[src/rtl/apb_pkg.sv]
`default_nettype none
// ============================================================================
// Module      : apb_pkg
// Description : Shared types for the APB requester: FSM state encoding,
//               protection attribute type and a counter-width helper.
// Revision    : 1.0 - initial release
// ============================================================================
package apb_pkg;

    typedef enum logic [1:0] {
        IDLE   = 2'd0,
        SETUP  = 2'd1,
        ACCESS = 2'd2
    } apb_state_e;

    typedef logic [2:0] prot_t;

    // Width of a counter that must reach 'limit'; a zero limit still needs
    // one bit so the counter vector stays legal.
    function automatic int unsigned cnt_width(input int unsigned limit);
        return (limit == 0) ? 1 : $clog2(limit + 1);
    endfunction

endpackage
`default_nettype wire

[src/rtl/apb_wait_timer.sv]
`default_nettype none
// ============================================================================
// Module      : apb_wait_timer
// Description : Wait-state counter for the APB ACCESS phase. Counts enabled
//               cycles since the last clear and flags when the count equals
//               a non-zero limit. A zero limit never expires.
// Ports       : PCLK, PRESETn (sync, active-low)
//               clear   - zero the count
//               enable  - count this cycle
//               limit   - expiry value (0 = disabled)
//               expired - count == limit and limit != 0
// Revision    : 1.0 - initial release
// ============================================================================
module apb_wait_timer #(
    parameter int CNT_W = 5
) (
    input  logic             PCLK,
    input  logic             PRESETn,
    input  logic             clear,
    input  logic             enable,
    input  logic [CNT_W-1:0] limit,
    output logic             expired
);

    logic [CNT_W-1:0] r_count;
    logic             w_count_en;

    // Saturate at the limit so a held-off completion cannot wrap the count.
    assign w_count_en = enable && (limit != '0) && !expired;
    assign expired    = (limit != '0) && (r_count == limit);

    always_ff @(posedge PCLK) begin
        if (!PRESETn) begin
            r_count <= '0;
        end else if (clear) begin
            r_count <= '0;
        end else if (w_count_en) begin
            r_count <= r_count + 1'b1;
        end
    end

endmodule
`default_nettype wire

[src/rtl/apb_requester.sv]
`default_nettype none
// ============================================================================
// Module      : apb_requester
// Description : APB requester. Accepts a request on transfer/req_ready,
//               runs the APB SETUP/ACCESS sequence and returns a one-cycle
//               rsp_valid with rdata/error/timeout, which then hold until
//               the next response.
// Ports       : PCLK, PRESETn (sync, active-low)
//               request  : transfer, req_ready, write_en, waddr, wdata,
//                          strb, prot, pnse
//               response : rsp_valid, rdata, error, timeout
//               APB      : PSELx, PENABLE, PWRITE, PNSE, PADDR, PWDATA,
//                          PSTRB, PPROT, PRDATA, PREADY, PSLVERR
// Revision    : 1.0 - initial release
// ============================================================================
module apb_requester
    import apb_pkg::*;
#(
    parameter int  ADDR_W  = 32,
    parameter int  DATA_W  = 32,   // 8, 16 or 32
    parameter int  TIMEOUT = 16,   // max ACCESS wait cycles, 0 = no timeout
    localparam int STRB_W  = DATA_W / 8
) (
    input  logic              PCLK,
    input  logic              PRESETn,
    // request side
    input  logic              transfer,
    output logic              req_ready,
    input  logic              write_en,
    input  logic [ADDR_W-1:0] waddr,
    input  logic [DATA_W-1:0] wdata,
    input  logic [STRB_W-1:0] strb,
    input  prot_t             prot,
    input  logic              pnse,
    // response side
    output logic              rsp_valid,
    output logic [DATA_W-1:0] rdata,
    output logic              error,
    output logic              timeout,
    // APB requester interface
    output logic              PSELx,
    output logic              PENABLE,
    output logic              PWRITE,
    output logic              PNSE,
    output logic [ADDR_W-1:0] PADDR,
    output logic [DATA_W-1:0] PWDATA,
    output logic [STRB_W-1:0] PSTRB,
    output prot_t             PPROT,
    input  logic [DATA_W-1:0] PRDATA,
    input  logic              PREADY,
    input  logic              PSLVERR
);

    localparam int               c_cnt_w = cnt_width(TIMEOUT);
    localparam logic [c_cnt_w-1:0] c_limit = c_cnt_w'(TIMEOUT);

    apb_state_e r_state;
    apb_state_e w_state_nxt;
    logic       w_expired;
    logic       w_done;
    logic       w_accept;

    // PREADY takes priority over the timeout in the same cycle.
    assign w_done = (r_state == ACCESS) && (PREADY || w_expired);

    // Gated by PRESETn so req_ready reads 0 while reset is held, and rises
    // in the first cycle with reset released.
    assign req_ready = PRESETn && ((r_state == IDLE) || w_done);
    assign w_accept  = transfer && req_ready;

    apb_wait_timer #(
        .CNT_W (c_cnt_w)
    ) u_wait_timer (
        .PCLK    (PCLK),
        .PRESETn (PRESETn),
        .clear   (r_state == SETUP),
        .enable  ((r_state == ACCESS) && !PREADY),
        .limit   (c_limit),
        .expired (w_expired)
    );

    always_ff @(posedge PCLK) begin
        if (!PRESETn) begin
            r_state <= IDLE;
        end else begin
            r_state <= w_state_nxt;
        end
    end

    always_comb begin
        w_state_nxt = r_state;
        PSELx       = 1'b0;
        PENABLE     = 1'b0;
        case (r_state)
            IDLE: begin
                if (w_accept) begin
                    w_state_nxt = SETUP;
                end
            end
            SETUP: begin
                PSELx       = 1'b1;
                w_state_nxt = ACCESS;
            end
            ACCESS: begin
                PSELx   = 1'b1;
                PENABLE = 1'b1;
                if (w_done) begin
                    w_state_nxt = w_accept ? SETUP : IDLE;
                end
            end
            default: begin
                w_state_nxt = IDLE;
            end
        endcase
    end

    // Request attributes: captured on accept, held until the next accept.
    always_ff @(posedge PCLK) begin
        if (!PRESETn) begin
            PADDR  <= '0;
            PWDATA <= '0;
            PWRITE <= 1'b0;
            PSTRB  <= '0;
            PPROT  <= '0;
            PNSE   <= 1'b0;
        end else if (w_accept) begin
            PADDR  <= waddr;
            PWDATA <= wdata;
            PWRITE <= write_en;
            PSTRB  <= write_en ? strb : '0;
            PPROT  <= prot;
            PNSE   <= pnse;
        end
    end

    // Response: pulse the cycle after completion, payload holds afterwards.
    always_ff @(posedge PCLK) begin
        if (!PRESETn) begin
            rsp_valid <= 1'b0;
            rdata     <= '0;
            error     <= 1'b0;
            timeout   <= 1'b0;
        end else begin
            rsp_valid <= w_done;
            if (w_done) begin
                error   <= PREADY ? PSLVERR : 1'b1;
                timeout <= ~PREADY;
                rdata   <= (PREADY && !PWRITE) ? PRDATA : '0;
            end
        end
    end

endmodule
`default_nettype wire
[config.mk]
export PLATFORM = sky130hd
export DESIGN_NAME = apb_requester
export DESIGN_NICKNAME = d
export VERILOG_FILES = /design/src/rtl/apb_pkg.sv /design/src/rtl/apb_wait_timer.sv /design/src/rtl/apb_requester.sv
export SDC_FILE = /design/constraint.sdc
export NUM_CORES = 1
export LEC_CHECK = 0
export CORE_MARGIN = 1.5
export CORE_UTILIZATION = 37
export DETAILED_ROUTE_END_ITERATION = 7
export PLACE_DENSITY = 0.83
export SYNTH_ARGS = -nofsm -noshare
export SYNTH_HDL_FRONTEND = slang
export SYNTH_SLANG_ARGS = --single-unit
[constraint.sdc]
create_clock -name PCLK -period 1.6 [get_ports PCLK]
set_input_delay 0.32 -clock PCLK [delete_from_list [all_inputs] [get_ports PCLK]]
set_output_delay 0.32 -clock PCLK [all_outputs]
set_load 0.02 [all_outputs]
### After elaboration in Yosys (flattened, before gate mapping)

Index checks and enable logic that the tools add are counted.
W data, S select, Z words.

* bits in registers: 115
* bits in read-only memories: 0
* bits in latches: 0
* memories kept: 0
* word-level logic and storage cells: 44
* RAM bits: 0

* add/subtract/negate cells: 1
* $lt $le $gt $ge: 0
* divide/modulo/power cells: 0
* $mul: 0
* multiplexer cells: 9
* shifts and indexed selects: 0
* bitwise gates (word level): 2
* equal/unequal tests: 5
* reductions and logical operators: 15

Operator list (count)
* $mux W32: 1
* $logic_and A1 B1 Y1: 6
* $pmux W2 S3: 1
* $add A5 B1 Y5 const B: 1
* $eq A5 B5 Y1 const B: 1
* $mux W1: 4
* $mux W2: 2
* $mux W4: 1
* $ne A2 B2 Y1 const B: 2
* $reduce_or A2 Y1: 2
* $logic_not A1 Y1: 3
* $eq A2 B1 Y1 const B: 1
* $eq A2 B2 Y1 const B: 1
* $logic_not A2 Y1: 1
* $logic_or A1 B1 Y1: 2
* $not A1 Y1: 2
* $reduce_and A2 Y1: 1

### Logic depth before layout (Yosys ltp)

Gate-level depths: netlist (run 1).

* word-level depth: 9
* gate-level depth with buffers: 7
* mapped depth without buffers: 5

### Hierarchy

From an unflattened synthesis (run 1), not the netlist that was laid out.

* cells, all modules: 469
* area, all modules: 4636.9 µm²

Modules (own cells, without submodules)
* apb_requester: area an instance 4222.8 µm², cells an instance 416, times used 1, sequential area each 2202.1 µm²
* apb_wait_timer: area an instance 414.1 µm², cells an instance 53, times used 1, sequential area each 100.1 µm²

### Worst setup path after synthesis (run 1)

Ideal clock, no wire load.

* path kind: register to register
* from: register r_state[0]
* to: register PSTRB[3]
* cell stages (with the launch flop): 8
* arrival time: 1.547 ns
* required time: 1.528 ns
* buffers on the path: 2
* library setup time: 0.072 ns
* path slack: -0.019 ns
* period minus slack after synthesis: 1.619 ns
* path through: dfxtp_1 inv_1 ha_1 o21ai_1 a21oi_2 buf_6 buf_8 mux2i_1

* word-level cells in the longest chain between the ends: 5
* elaborated cells between the ends (all ways): 6

Ends and longest elaborated chain
* start: declaration: RTL line apb_requester.sv:57 `apb_state_e r_state;`
* start signal: assignment: RTL line apb_requester.sv:86 `r_state <= w_state_nxt;`
* $eq A2 B2 Y1: RTL line apb_requester.sv:64 `assign w_done = (r_state == ACCESS) && (PREADY || w_expired);`
* $logic_and A1 B1 Y1: RTL line apb_requester.sv:64
* $logic_or A1 B1 Y1 (*): RTL line apb_requester.sv:68 `assign req_ready = PRESETn && ((r_state == IDLE) || w_done);`
* $logic_and A1 B1 Y1 (*): RTL line apb_requester.sv:68
* $logic_and A1 B1 Y1 (*): RTL line apb_requester.sv:69 `assign w_accept = transfer && req_ready;`
* end signal: assignment: RTL line apb_requester.sv:130 `PSTRB <= write_en ? strb : '0;`
* end: declaration: RTL line apb_requester.sv:47 `output logic [STRB_W-1:0] PSTRB,`

Mark *: on every way between the ends. The rest lies on a longest branch, timed or not.
A chain may end at the register's enable or synchronous reset.

### Worst setup path in the final report (run 1)

* from: register u_wait_timer.r_count[0]
* to: output port req_ready

* word-level cells in the longest chain between the ends: 5

Ends and longest elaborated chain
* start: declaration: RTL line apb_wait_timer.sv:25 `logic [CNT_W-1:0] r_count;`
* start signal: assignment: RTL line apb_wait_timer.sv:38 `r_count <= r_count + 1'b1;`
* $eq A5 B5 Y1: RTL line apb_wait_timer.sv:30 `assign expired = (limit != '0) && (r_count == limit);`
* $logic_or A1 B1 Y1: RTL line apb_requester.sv:64
* $logic_and A1 B1 Y1: RTL line apb_requester.sv:64
* $logic_or A1 B1 Y1: RTL line apb_requester.sv:68
* $logic_and A1 B1 Y1: RTL line apb_requester.sv:68
* end: declaration: RTL line apb_requester.sv:28 `output logic req_ready,`

Every way passes these cells.

==> flow_summary.yaml, run 1 <==
run_status:
  status: "complete, but fails checks"
  failed_checks: "setup timing"
yosys:
  number_of_enable_type_register_cells_in_the_synthesized_netlist: 0
  syn_avg_cell_area_um2: 9.92
  synth.area.top_cells: "dfxtp_1 (51%), mux2i_1 (16%), nand2_1 (12%), a32o_1 (7.1%), buf_8 (2.0%)"
  synth.distinct_cells: 32
  synthesis.area_um2: 4530
  synthAdderAreaFrac_pct: 1.66
  synth.ff_latch_count: 115
  synth_xor_xnor_area_share_pct: 0
  netlist_top_cells_count: "nand2_1 (149), dfxtp_1 (115), mux2i_1 (74)"
  postSynth.asyncResetShare_pct: 0
  largest_family_of_logic_cells_by_synthesized_area: "multiplexers"
  synthMostInstantiatedCell: "nand2_1"
  yosys.area.top_type: "dfxtp_1"
  syn_nets: 573
  synth_flop_cell: "dfxtp_1"
  synthDominantCellAreaShare_pct: 50.8
  yosys.area_share.simple_pct: 16.0
  synth_compound_gate_area_share_pct: 9.77
  seq_area_frac_synth_pct: 50.8
  yosysWarningCount: 0
  synthCells: 457
  synth.area.mux_share_pct: 16.3
die:
  die_footprint_um2: 12900
  start_util_pct: 37.9
  die-width_um: 114
  fp.coreArea_um2: 12000
  floorplan.rows: 40
  ioPinCount: 221
  chipHeight_um: 114
grt:
  met2_usage_in_global_routing_pct: 39.1
  first_global_vias: 4372
  grtUsageMet3_pct: 6.32
  grt_pass1_wl_um: 21500
  grt-ovfl-total: 0
  grtUsageMet1_pct: 23.3
  globalRoute.busiestLayer: "met2"
  antenna_found_initial: 0
  grt_max_degree: 91
  groute.usage.overall_pct: 21.5
clock_network:
  clock_path_buffers: 2
  clk_latency_ns: 0.41
  cts_inserted_buffers: 17
  cts_tree: "built"
  clock_sink_count: 115
  postCtsHoldBufs: 0
  clockRootBuffer: "clkbuf_16"
  clkSlewWorstSetupHoldPaths_ns: 0.05
  cts_htree_levels: 4
routing:
  wire_length_per_cell_after_detailed_routing_um: 17.0
  detail_route.vias_per_cell: 4.96
  post-route-drc-count: 0
  postRouteAntennaNets: 0
  route.final.wire_length_um: 14700
  drt_pre_antenna_iters: 5
  drtIter0Drc: 248
  dr_total_vias: 4299
min_path:
  hold_path.class: "in -> reg"
placed_design:
  place.detailed.instances: 814
  dpl_cell_area_um2: 6950
  place_congestion: 0.776
  port_buffers: 220
  dp_worst_setup_slack_ns: -0.420
  dp_hpwl_um: 9020
sta:
  timing_worst_slew_pin_value_ns: 0.448
  timing.fmax_ghz: 0.511
  final.setup_skew_ns: 0.0108
  grt_setup_unrepaired: "true"
  final-hold-violation-count: 0
  max_slew_margin_pct: 70.1
  final.min_clock_period_ns: 1.96
  final_min_period_over_clock_period_pct: 122
  final_max_slew_viol_count: 0
  report.final.setup_viol: 40
  finalWorstSetupSlack_ns: -0.359
power:
  powerDensity_nw_per_um2: 1180
  irDropWorstVdd_mv: 0.712
  totalPowerFinal_mw: 9.35
  static-leakage-power_nw: 3.63
critical_path:
  cp.arrival_ns: 1.64
  timing.critical_path.to_type: "primary output"
  cp-start-kind: "register"
  critPathKind: "reg -> out"
  critical_path_required_ns: 1.28
  r2r_setup_slack_ns: -0.12
  cp_max_fo: 2
finish:
  antenna_cells_inserted: 0
  finalNetCount: 822
  areaGrowthSynthToFinish_pct: 74.9
  final_layout_size_suffix_gt1_share_pct: 14.0
  finalInstanceArea_um2: 7930
  final_cells: 866
run:
  max-cap-violations: 0
==> sequential cells by signal (all words and copies together), names as in the netlist, 2 cells and up <==
signal                cells
PADDR                    32
PPROT                     3
PSTRB                     4
PWDATA                   32
r_state                   2
rdata                    32
u_wait_timer.r_count      5
==> layout by cell type (no fill, tap or decap), types with 4 or more instances in the layout <==
cell,count
buf_12,8
a21oi_1,7
o21ai_0,5
a32o_1,32
dfxtp_1,111
bufinv_16,4
mux2i_1,72
nand2_1,148
clkdlybuf4s50_1,108
clkbuf_16,23
dlygate4sd2_1,108
clkbuf_8,6
ha_1,4
nand3_1,6
buf_6,6
buf_4,23
==> metrics by stage <==
| stage | hold WS, ns | utilization [%] | setup TNS (ns) |
|---|---|---|---|
| after floorplan | 0.446 | - | 0 |
| final | 0.380 | 66.3 | -3.98 |
| after detailed placement | 0.449 | 58.1 | -24.21 |
| after CTS | 0.373 | 64.2 | -0.709 |
| after global placement | 0.442 | 58.1 | -19.04 |
| after global routing | 0.403 | 66.3 | -8.82 |
==> cell type report <==
type / count / area (µm²)
inverter: 5 / 20.0
multi-input combinational: 302 / 2060
clock inverter: 8 / 145
timing repair buffer: 265 / 2710
tap: 147 / 184
clock buffer: 24 / 512
sequential: 115 / 2310
fill: 943 / 4030
==> path summary, 6_finish.rpt <==
| check | from | to | depth (start not counted) |
|---|---|---|---|
| setup / recovery | u_wait_timer.r_count[0]$_SDFFE_PP0P_ | req_ready | 6 |
| hold / removal | PRESETn | r_state[1]$_SDFFE_PN0P_ | 4 |
| setup reg to reg | r_state[0]$_SDFFE_PN0P_ | PWDATA[13]$_SDFFE_PN0P_ | 9 |
| hold reg to reg | PADDR[11]$_SDFFE_PN0P_ | PADDR[11]$_SDFFE_PN0P_ | 2 |
==> routing by layer <==
layer	up-vias	wire (µm)
met5	-	0
met4	0	291
met3	25	957
met2	165	7580
li1	2077	-
met1	2032	5900
==> worst max-delay path, stage by stage, from the launching register on <==
cell and delay [ns]:
dfxtp_2 0.33, inv_2 0.05, ha_4 0.15, and4bb_4 0.19, o21a_1 0.19, o21a_1 0.19, buf_6 0.13
==> kinds of logic (layout without fill, tap and decap cells) <==
logic type               count (synthesis)  after routing
multiplexers                            74             74
AND/OR/NAND/NOR                        170            170
AO/OA/AOI/OAI                           52             52
buffers and inverters                   40            302
adder cells (fa/ha/maj)                  6              6
flip-flops                             115            115
==> where the power goes <==
| part | switching [mW] | internal, mW | total, mW |
|---|---|---|---|
| Combinational | 0.971 | 1.03 | 2.00 |
| Sequential | 0.117 | 3.10 | 3.21 |
| Clock | 1.29 | 2.85 | 4.14 |
==> what timing repair did <==
item	4_1_cts	5_1_grt
hold endpoints to repair	0	0
setup buffers	6	6
endpoints found under the setup margin	202	102
pin swaps	4	19
gates resized for setup	144	16
gates cloned	5	7
No activity file was read; power rests on OpenSTA's default activity.
==> run 2, diff against run 1 <==
--- a/config.mk
+++ b/config.mk
@@ -6,9 +6,9 @@
 export NUM_CORES = 1
 export LEC_CHECK = 0
 export CORE_MARGIN = 1.5
-export CORE_UTILIZATION = 37
+export CORE_UTILIZATION = 41
 export DETAILED_ROUTE_END_ITERATION = 7
-export PLACE_DENSITY = 0.83
+export PLACE_DENSITY = 0.87
 export SYNTH_ARGS = -nofsm -noshare
 export SYNTH_HDL_FRONTEND = slang
 export SYNTH_SLANG_ARGS = --single-unit
==> constraint.sdc (replaced) <==
create_clock -name PCLK -period 2 [get_ports PCLK]
set_input_delay 0.4 -clock PCLK [delete_from_list [all_inputs] [get_ports PCLK]]
set_output_delay 0.4 -clock PCLK [all_outputs]
set_load 0.02 [all_outputs]
==> run 2 against run 1 <==
The run still ends with setup timing left. First-iteration DRC count decreased by 13%. Sequential power decreased by 20%. Non-clock buffer count decreased by 28. Critical path depth unchanged. Clock skew decreased by 0.0044 ns. Sequential share of layout area increased by 2.1 points. Wire length decreased by 16%. Die area decreased by 9.5%. Count of clock-buffer cells in the layout decreased by 1. Critical endpoint unchanged. Largest cell class unchanged. Highest routed layer unchanged.
==> flow_summary.yaml, run 2 (synthesis gave the netlist of run 1 again) <==
routing:
  drtIter0Drc: 215
  detail_route.vias_per_cell: 4.96
  postRouteAntennaNets: 0
  drt_pre_antenna_iters: 5
  dr_total_vias: 4106
  wire_length_per_cell_after_detailed_routing_um: 14.9
  post-route-drc-count: 0
  route.final.wire_length_um: 12300
critical_path:
  cp-start-kind: "register"
  rr_worst_depth: 6
  r2r-end: "rdata[6]$_SDFFE_PN0P_"
  critical_path_required_ns: 1.60
  crit-reg2reg-launch: "u_wait_timer.r_count[1]$_SDFFE_PP0P_"
  crit_end: "req_ready"
  cp.arrival_ns: 1.78
  critPathKind: "reg -> out"
  worst_setup_path_startpoint: "u_wait_timer.r_count[1]$_SDFFE_PP0P_"
  timing.critical_path.to_type: "primary output"
  cp_max_fo: 3
  r2r_setup_slack_ns: 0.12
finish:
  areaGrowthSynthToFinish_pct: 62.7
  commonest_non_fill_non_tap_cell_in_the_layout: "clkdlybuf4s50_1"
  reg.largest.list: "PADDR x32, PWDATA x32, rdata x32"
  final_cells: 828
  antenna_cells_inserted: 0
  layout_common_cells: "clkdlybuf4s50_1 (215), nand2_1 (149), dfxtp_1 (112)"
  final_layout_size_suffix_gt1_share_pct: 8.58
  finalNetCount: 794
die:
  start_util_pct: 42.0
  floorplan.rows: 38
  die_footprint_um2: 11700
  chipHeight_um: 108
  die-width_um: 108
  fp.coreArea_um2: 10800
  ioPinCount: 221
sta:
  final-hold-violation-count: 0
  finalWorstSetupSlack_ns: -0.183
  timing.fmax_ghz: 0.458
  grt_setup_unrepaired: "true"
  final.min_clock_period_ns: 2.18
  final.setup_skew_ns: 0.00634
  report.final.setup_viol: 1
  final_min_period_over_clock_period_pct: 109
  timing_worst_slew_pin_value_ns: 0.846
  max_slew_margin_pct: 43.4
  final_max_slew_viol_count: 0
  final.hold.worst_slack_ns: 0.410
grt:
  grt-ovfl-total: 0
  groute.usage.overall_pct: 21.0
  grt_pass1_wl_um: 19200
  grt_max_degree: 102
  antenna_found_initial: 0
  first_global_vias: 4094
power:
  static-leakage-power_nw: 2.87
  powerDensity_nw_per_um2: 882
  irDropWorstVdd_mv: 0.589
  totalPowerFinal_mw: 6.50
run_status:
  status: "complete, but fails checks"
  failed_checks: "setup timing"
clock_network:
  clk_latency_ns: 0.50
  clkSlewWorstSetupHoldPaths_ns: 0.06
  clock_sink_count: 115
  clockRootBuffer: "clkbuf_8"
  cts_tree: "built"
  clock_path_buffers: 2
  cts_inserted_buffers: 17
  cts_htree_levels: 4
placed_design:
  dp_hpwl_um: 8670
  port_buffers: 220
  place_congestion: 0.820
  place.detailed.instances: 797
  dp_worst_setup_slack_ns: -0.420
min_path:
  hold_path.class: "in -> reg"
run:
  max-cap-violations: 0
==> run 2: worst min path at each step <==
stage,startpoint,endpoint,cells after the start
2_1_floorplan,r_state[1]$_SDFFE_PN0P_,r_state[1]$_SDFFE_PN0P_,2
3_3_place_gp,PADDR[12]$_SDFFE_PN0P_,PADDR[12]$_SDFFE_PN0P_,2
3_5_place_dp,PADDR[22]$_SDFFE_PN0P_,PADDR[22]$_SDFFE_PN0P_,2
4_1_cts,PRESETn,timeout$_SDFFE_PN0P_,4
5_1_grt,wdata[23],PWDATA[23]$_SDFFE_PN0P_,3
6_report,PRESETn,timeout$_SDFFE_PN0P_,4
==> run 2: area by class of cell <==
| class | instances | area (µm²) |
|---|---|---|
| flip-flops and latches | 115 | 2310 |
| well taps | 140 | 175 |
| repair buffers | 237 | 2370 |
| inverters | 5 | 20.0 |
| fillers | 819 | 3410 |
| clock inverters | 6 | 32.5 |
| clock buffers | 23 | 467 |
| multi-input cells | 302 | 2010 |
==> run 2: timing repair <==
item	in CTS	in global routing
hold endpoints to repair	0	0
hold buffers	0	0
gates resized for setup	13	9
pin swaps	0	3
setup endpoints to repair	36	35
setup buffers	0	2
==> run 2: report_power, final <==
part / internal, mW / leakage (nW) / switching [mW] / total (mW)
clock network: 1.58 / 0.249 / 0.962 / 2.54
registers: 2.48 / 0.940 / 0.0976 / 2.58
logic: 0.724 / 1.68 / 0.661 / 1.38
==> run 2: per-stage QoR <==
step	area [µm²]	setup TNS, ns	utilization (%)
after global placement	6850	-10.64	63.5
final	7380	-0.183	68.4
after global routing	7380	-0.268	68.4
after CTS	7360	-0.244	68.2
after detailed placement	6850	-12.85	63.5
after floorplan	4530	0	-
==> run 2: metal layers <==
layer / up-vias / global-route usage, % / wire, µm
met5: - / 0 / 0
met4: 0 / 11.2 / 373
met3: 27 / 6.93 / 832
met2: 158 / 37.1 / 6210
met1: 1914 / 22.0 / 4900
li1: 2007 / - / -
==> run 2: critical path, stage by stage (launching register included) <==
cell and delay, ns:
dfxtp_2 0.34, inv_2 0.05, ha_4 0.15, and4bb_4 0.20
o21a_1 0.20, o21a_1 0.21, buf_6 0.13
